`src/rtl/otsu_pkg.sv`:
```
// Shared definitions for the Otsu class-statistics datapath.
//   - default widths for bin index, per-bin count and accumulators
//   - FSM state encoding for otsu_class_stats
//   - class-select encoding (background / foreground)
package otsu_pkg;

   localparam int BIN_W_DEF = 8;
   localparam int CNT_W_DEF = 32;
   localparam int ACC_W_DEF = 48;

   typedef enum logic [1:0] {
      ST_IDLE  = 2'd0,
      ST_ACCUM = 2'd1,
      ST_DRAIN = 2'd2,
      ST_DONE  = 2'd3
   } state_t;

   // Background is bin <= T, foreground is bin > T.
   typedef enum logic {
      CLS_FG = 1'b0,
      CLS_BG = 1'b1
   } cls_t;

endpackage

```
`src/rtl/otsu_sat_acc.sv`:
```
// Saturating adder for one class accumulator.
//   acc    : current accumulator value
//   addend : zero-extended term to add
//   sum    : acc + addend, clamped to all-ones on carry-out
//   ovf    : carry-out of the ACC_W-bit addition occurred
module otsu_sat_acc #(
   parameter int ACC_W = 48
) (
   input  logic [ACC_W-1:0] acc,
   input  logic [ACC_W-1:0] addend,
   output logic [ACC_W-1:0] sum,
   output logic             ovf
);

   logic [ACC_W:0] full;

   assign full = {1'b0, acc} + {1'b0, addend};
   assign ovf  = full[ACC_W];
   assign sum  = full[ACC_W] ? {ACC_W{1'b1}} : full[ACC_W-1:0];

endmodule

```
`src/rtl/otsu_class_stats.sv`:
```
// Single-pass background/foreground statistics for one threshold T.
// Consumes (bin, count) beats of a histogram pass and produces
//   w_bg/w_fg     : sum of counts per class
//   sum_bg/sum_fg : sum of bin*count per class
//   ovf           : some accumulator saturated during this pass
// Ports:
//   clk, reset (async, active low)
//   start, threshold         : pass launch, T latched in IDLE
//   in_valid/in_ready, in_bin, in_count, in_last : beat stream
//   out_valid/out_ready      : result handshake (held in DONE)
//   busy                     : state != IDLE
// Pipeline: stage 1 registers product/count/class; stage 2 is the
// accumulator update, so a beat lands one cycle after acceptance.
module otsu_class_stats
   import otsu_pkg::*;
#(
   parameter int BIN_W = BIN_W_DEF,
   parameter int CNT_W = CNT_W_DEF,
   parameter int ACC_W = ACC_W_DEF
) (
   input  logic             clk,
   input  logic             reset,
   input  logic             start,
   input  logic [BIN_W-1:0] threshold,
   input  logic             in_valid,
   output logic             in_ready,
   input  logic [BIN_W-1:0] in_bin,
   input  logic [CNT_W-1:0] in_count,
   input  logic             in_last,
   output logic             out_valid,
   input  logic             out_ready,
   output logic [ACC_W-1:0] w_bg,
   output logic [ACC_W-1:0] w_fg,
   output logic [ACC_W-1:0] sum_bg,
   output logic [ACC_W-1:0] sum_fg,
   output logic             ovf,
   output logic             busy
);

   localparam int P_W = BIN_W + CNT_W;

   generate
      if (ACC_W < P_W) begin : g_bad_acc_w
         $error("otsu_class_stats: ACC_W must be >= BIN_W+CNT_W");
      end
   endgenerate

   typedef struct packed {
      logic [P_W-1:0]   p;
      logic [CNT_W-1:0] cnt;
      cls_t             cls;
      logic             last;
   } s1_t;

   state_t           state, state_nxt;
   logic [BIN_W-1:0] thr_q;
   logic             s1_vld;
   s1_t              s1;
   logic             beat_acc;
   logic             start_acc;
   logic [P_W-1:0]   prod;

   logic [ACC_W-1:0] w_bg_nxt, w_fg_nxt, sum_bg_nxt, sum_fg_nxt;
   logic             ov_wbg, ov_wfg, ov_sbg, ov_sfg;
   logic [ACC_W-1:0] cnt_ext, p_ext;

   assign in_ready  = (state == ST_ACCUM);
   assign out_valid = (state == ST_DONE);
   assign busy      = (state != ST_IDLE);
   assign beat_acc  = in_valid & in_ready;
   assign start_acc = (state == ST_IDLE) & start;
   assign prod      = P_W'(in_bin) * P_W'(in_count);

   // FSM: state register
   always_ff @(posedge clk or negedge reset) begin
      if (!reset) state <= ST_IDLE;
      else        state <= state_nxt;
   end

   // FSM: next state
   always_comb begin
      state_nxt = state;
      case (state)
         ST_IDLE:  if (start) state_nxt = ST_ACCUM;
         ST_ACCUM: if (beat_acc && in_last) state_nxt = ST_DRAIN;
         // Stage 1 holds the last beat here; it retires this cycle.
         ST_DRAIN: if (s1_vld && s1.last) state_nxt = ST_DONE;
         ST_DONE:  if (out_ready) state_nxt = ST_IDLE;
         default:  state_nxt = ST_IDLE;
      endcase
   end

   // Threshold latch and stage 1
   always_ff @(posedge clk or negedge reset) begin
      if (!reset) begin
         thr_q  <= '0;
         s1_vld <= 1'b0;
         s1     <= '0;
      end else begin
         if (start_acc) thr_q <= threshold;
         s1_vld <= beat_acc;
         if (beat_acc) begin
            s1.p    <= prod;
            s1.cnt  <= in_count;
            s1.cls  <= (in_bin <= thr_q) ? CLS_BG : CLS_FG;
            s1.last <= in_last;
         end
      end
   end

   // Stage 2: saturating adds, only the selected class is written back
   assign cnt_ext = ACC_W'(s1.cnt);
   assign p_ext   = ACC_W'(s1.p);

   otsu_sat_acc #(.ACC_W(ACC_W)) u_acc_wbg (.acc(w_bg),   .addend(cnt_ext), .sum(w_bg_nxt),   .ovf(ov_wbg));
   otsu_sat_acc #(.ACC_W(ACC_W)) u_acc_wfg (.acc(w_fg),   .addend(cnt_ext), .sum(w_fg_nxt),   .ovf(ov_wfg));
   otsu_sat_acc #(.ACC_W(ACC_W)) u_acc_sbg (.acc(sum_bg), .addend(p_ext),   .sum(sum_bg_nxt), .ovf(ov_sbg));
   otsu_sat_acc #(.ACC_W(ACC_W)) u_acc_sfg (.acc(sum_fg), .addend(p_ext),   .sum(sum_fg_nxt), .ovf(ov_sfg));

   always_ff @(posedge clk or negedge reset) begin
      if (!reset) begin
         w_bg   <= '0;
         w_fg   <= '0;
         sum_bg <= '0;
         sum_fg <= '0;
         ovf    <= 1'b0;
      end else if (start_acc) begin
         w_bg   <= '0;
         w_fg   <= '0;
         sum_bg <= '0;
         sum_fg <= '0;
         ovf    <= 1'b0;
      end else if (s1_vld) begin
         if (s1.cls == CLS_BG) begin
            w_bg   <= w_bg_nxt;
            sum_bg <= sum_bg_nxt;
            ovf    <= ovf | ov_wbg | ov_sbg;
         end else begin
            w_fg   <= w_fg_nxt;
            sum_fg <= sum_fg_nxt;
            ovf    <= ovf | ov_wfg | ov_sfg;
         end
      end
   end

endmodule

```
`config.mk`:
```
export PLATFORM = sky130hd
export DESIGN_NAME = otsu_class_stats
export DESIGN_NICKNAME = d
export VERILOG_FILES = /design/src/rtl/otsu_pkg.sv /design/src/rtl/otsu_sat_acc.sv /design/src/rtl/otsu_class_stats.sv
export SDC_FILE = /design/constraint.sdc
export NUM_CORES = 2
export LEC_CHECK = 0
export BUFFER_PORTS_ARGS = -buffer_cell sky130_fd_sc_hd__buf_2
export CORE_MARGIN = 4
export CORE_UTILIZATION = 48
export CTS_BUF_LIST = sky130_fd_sc_hd__clkbuf_4 sky130_fd_sc_hd__clkbuf_8
export DETAILED_ROUTE_END_ITERATION = 16
export PLACE_DENSITY = 0.67
export SLEW_MARGIN = 20
export SYNTH_ARGS = -nofsm -noshare
export SYNTH_HDL_FRONTEND = slang
export SYNTH_SLANG_ARGS = --single-unit
```
`constraint.sdc`:
```
create_clock -name clk -period 3.5 [get_ports clk]
set_input_delay 0.35 -clock clk [delete_from_list [all_inputs] [get_ports clk]]
set_output_delay 0.35 -clock clk [all_outputs]
set_load 0.01 [all_outputs]
```
==> run metrics <==
outcome=finished with violations; failing checks=negative setup slack; H-tree Lvls=2; RSZ-0062 raised after global routing=true; Tot GR Track Use=28.4%; Synth Area in Compound Gates=21.3%; data required time at the worst endpoint=4.03 ns; RePlAce Congestion=0.969; Area contributors post-synth=dfrtp_1 26%, fa_1 14%, ha_1 10%; Post-DP HPWL=67800 µm; CP endpoint=p_ext[39]; post-synth top area share=26.0%; endpoint of the worst register-to-register path=sum_fg[43]; core area=55200 µm²; crit path cell chain=buf_12, and2_4, fa_1, inv_2, fa_1, fa_1, fa_1, inv_2, ha_4, a211o_1, o211ai_1, o211a_1, o21ai_4, a31o_4, buf_6, buf_6, a21oi_4, nor4_2, a211oi_1, xnor2_1, o21ai_1; type of the worst min-delay path=in2reg; post-route cell area=33400 µm²; fin crit period=4.38 ns; dpl cell area=30900 µm²; die width=244 µm; Total Die Area=59600 µm²; worst slew pin tran=0.924 ns; Synth Register Bits=278; count leader, synth=nand2_1; Clock Latency Late Sink=0.66 ns; Remaining DRCs=0; final wirelength=87100 µm; power per cell area=908 nW/µm²; CP Launch Type=input pin; largest net degree at the start of global routing=89; Synth Area in Simple Gates=18.5%; top_reg_cell synth=dfrtp_1; final period utilization=125%; Slew Viols, Final=0; io pins=250; row cnt=86; post-synthesis mux area share=0.0748%; Final TNS setup=-16.69 ns; Die Y=244 µm; port buffer count=249; Post-Synth Adder-Cell Area=23.9%; Leak=16.8 nW; Flop pwr share=18.3%; Worst path max stage delay=0.56 ns; CTS tree=done; Psw=0.0144 W; Post-Syn Area=26800 µm²; Clock power frac=12.1%; internal power=0.0160 W; Max-Cap Viols=0; layout cell share with drive strength beyond 1=23.1%; Routed WL per cell=19.8 µm; Avg Cell Area, Syn=8.56 µm²; YS warnings=0; Max Clk Rate=228 MHz; via count=25.5k; post-synthesis async set-or-reset flop share=100%; Setup Skew=0.0549 ns; Worst IR Drop VDD=559 µV; r2r worst-path depth=11; Seq/Total Area, Yosys=26.0%; CP dominant cell by count=fa_1; initial antenna violation count=4; global route overflow=0; main combinational cell family by area after synthesis=adder cells; Synth Area in XOR/XNOR=4.97%; vias per cell=5.78; first-pass GRT wire length=138000 µm; Netlist cell types=88; drt pass-1 iters=6; top post-synthesis cells by count=350 x nand2_1, 278 x dfrtp_1, 250 x o21ai_0; CP max FO=5; initial core utilization=48.5%; Comb power frac=69.7%; Final Setup Violations=29; relative slew slack=38.3%; Clock transition at path regs=0.06 ns; Starting DRT DRC Count=2036; Worst R2R Setup Slack=0.09 ns; Setup WS post-layout=-0.878 ns; CTS Sinks=278; Net Sw Frac=47.4%; total clock buffers created by CTS=53; fill cell count=4882; Post-Syn Nets=3581; number of synthesized flops with an enable pin=0; post-synthesis cell count=3126; Worst setup EP type=flop; Crit-path slowest cell=fa_1; RR Startpoint=p_ext[14]; arrival time worst endpoint=4.90 ns; vias in the first global route=25.1k; Root Driver=clkbuf_8; Yosys top cell by area=dfrtp_1; area growth from synthesis to layout=24.8%; CTS Buffer Depth=3; Worst Setup SP=in_bin[2]; Hold Fails Final Rpt=0; Final nets=4072; Setup CP Type=in2reg; Post-DRT Antenna Nets=0
-- per-stage QoR --
| step | setup slack [ns] | power, W | hold slack [ns] | util, % | cells |
|---|---|---|---|---|---|
| floorplan | -1.25 | 0.0176 | 0.0544 | - | 3126 |
| global placement | -1.63 | 0.0239 | 0.405 | 56.0 | 4265 |
| detailed placement | -1.80 | 0.0244 | 0.427 | 56.0 | 4265 |
| CTS | -0.863 | 0.0292 | 0.0448 | 59.3 | 4386 |
| global route | -0.965 | 0.0328 | 0.0586 | 60.5 | 4409 |
| finish | -0.878 | 0.0303 | 0.0596 | 60.5 | 4409 |
-- power groups by stage --
stage                     clock network, W  logic, W  registers, W
final                              0.00366    0.0211       0.00554
after global placement                   0    0.0184       0.00552
after detailed placement                 0    0.0188       0.00557
after floorplan                          0    0.0123       0.00530
after CTS                          0.00375    0.0200       0.00551
after global routing               0.00389    0.0233       0.00563
-- final cells by class --
cell class / count / area, µm² / area share [%]
multi-input cells: 2474 / 19300 / 57.7
flip-flops and latches: 278 / 6960 / 20.8
repair buffers: 586 / 4170 / 12.5
clock buffers: 81 / 1060 / 3.17
well taps: 748 / 936 / 2.80
inverters: 224 / 841 / 2.52
clock inverters: 17 / 156 / 0.468
diodes: 1 / 2.50 / 0.00749
-- cell families after synthesis --
kind of cell	after synthesis
muxes	2
xor gates and xnor gates	152
DFF	278
AOI/OAI and AO/OA	910
adders and majority gates	401
buffers and inverters	374
and+or+nand+nor	1009
-- per-layer routing --
| layer | up-vias | routed length [µm] | track usage [%] |
|---|---|---|---|
| met3 | 158 | 5500 | 3.71 |
| met1 | 12500 | 38900 | 40.2 |
| met5 | - | 41 | 0 |
| met4 | 6 | 2280 | 7.61 |
| met2 | 888 | 40400 | 46.1 |
| li1 | 11900 | - | - |
-- cell usage in the layout (no fill, tap or decap), types with 13 or more instances in the layout --
cell      count
nand2_1     333
buf_4       300
dfrtp_1     278
o21ai_0     238
buf_2       234
a21oi_1     227
inv_1       215
ha_1        201
and2_1      188
fa_1        177
nor2_1      160
a21o_1       94
a31oi_1      87
clkbuf_8     72
xor2_1       71
xnor2_1      70
nor3_1       62
nand3_1      54
and3_1       40
a211oi_1     32
nand4_1      26
nand2b_1     24
o21a_1       22
o21bai_1     20
buf_6        20
nor2b_1      19
and2_4       17
a21oi_2      16
o21ai_1      15
nand2_2      14
buf_12       13
-- flip-flops by register name, indices dropped and copies added (netlist names) --
register,count
sum_bg,48
s1_vld,1
cnt_ext,32
w_fg,48
thr_q,8
p_ext,40
w_bg,48
state,2
sum_fg,48
ovf,1
s1,2
-- worst min-delay path by stage --
stage	cells after the start	endpoint	from
floorplan	0	cnt_ext[0]	reset
global placement	1	w_fg[42]	reset
detailed placement	1	w_fg[42]	reset
CTS	4	cnt_ext[30]	in_count[30]
global route	4	cnt_ext[2]	in_count[2]
finish	4	cnt_ext[5]	in_count[5]
-- what timing repair did --
action                                  in CTS  in global routing
pin swaps                                   58                 71
resized for setup                           96                 91
gates cloned                                 0                  3
endpoints found under the setup margin      67                170
hold buffers                                10                  0
hold endpoints to repair                    91                  0
setup buffers                               16                 22
-- critical path, delay by kind of cell --
kind | cells | cell delay (ns)
adders and majority gates | 5 | 2.30
and+or+nand+nor | 2 | 0.21
xor gates and xnor gates | 1 | 0.15
AOI/OAI and AO/OA | 8 | 1.43
buffers and inverters | 5 | 0.44
Power figures use the tool's default switching activity.
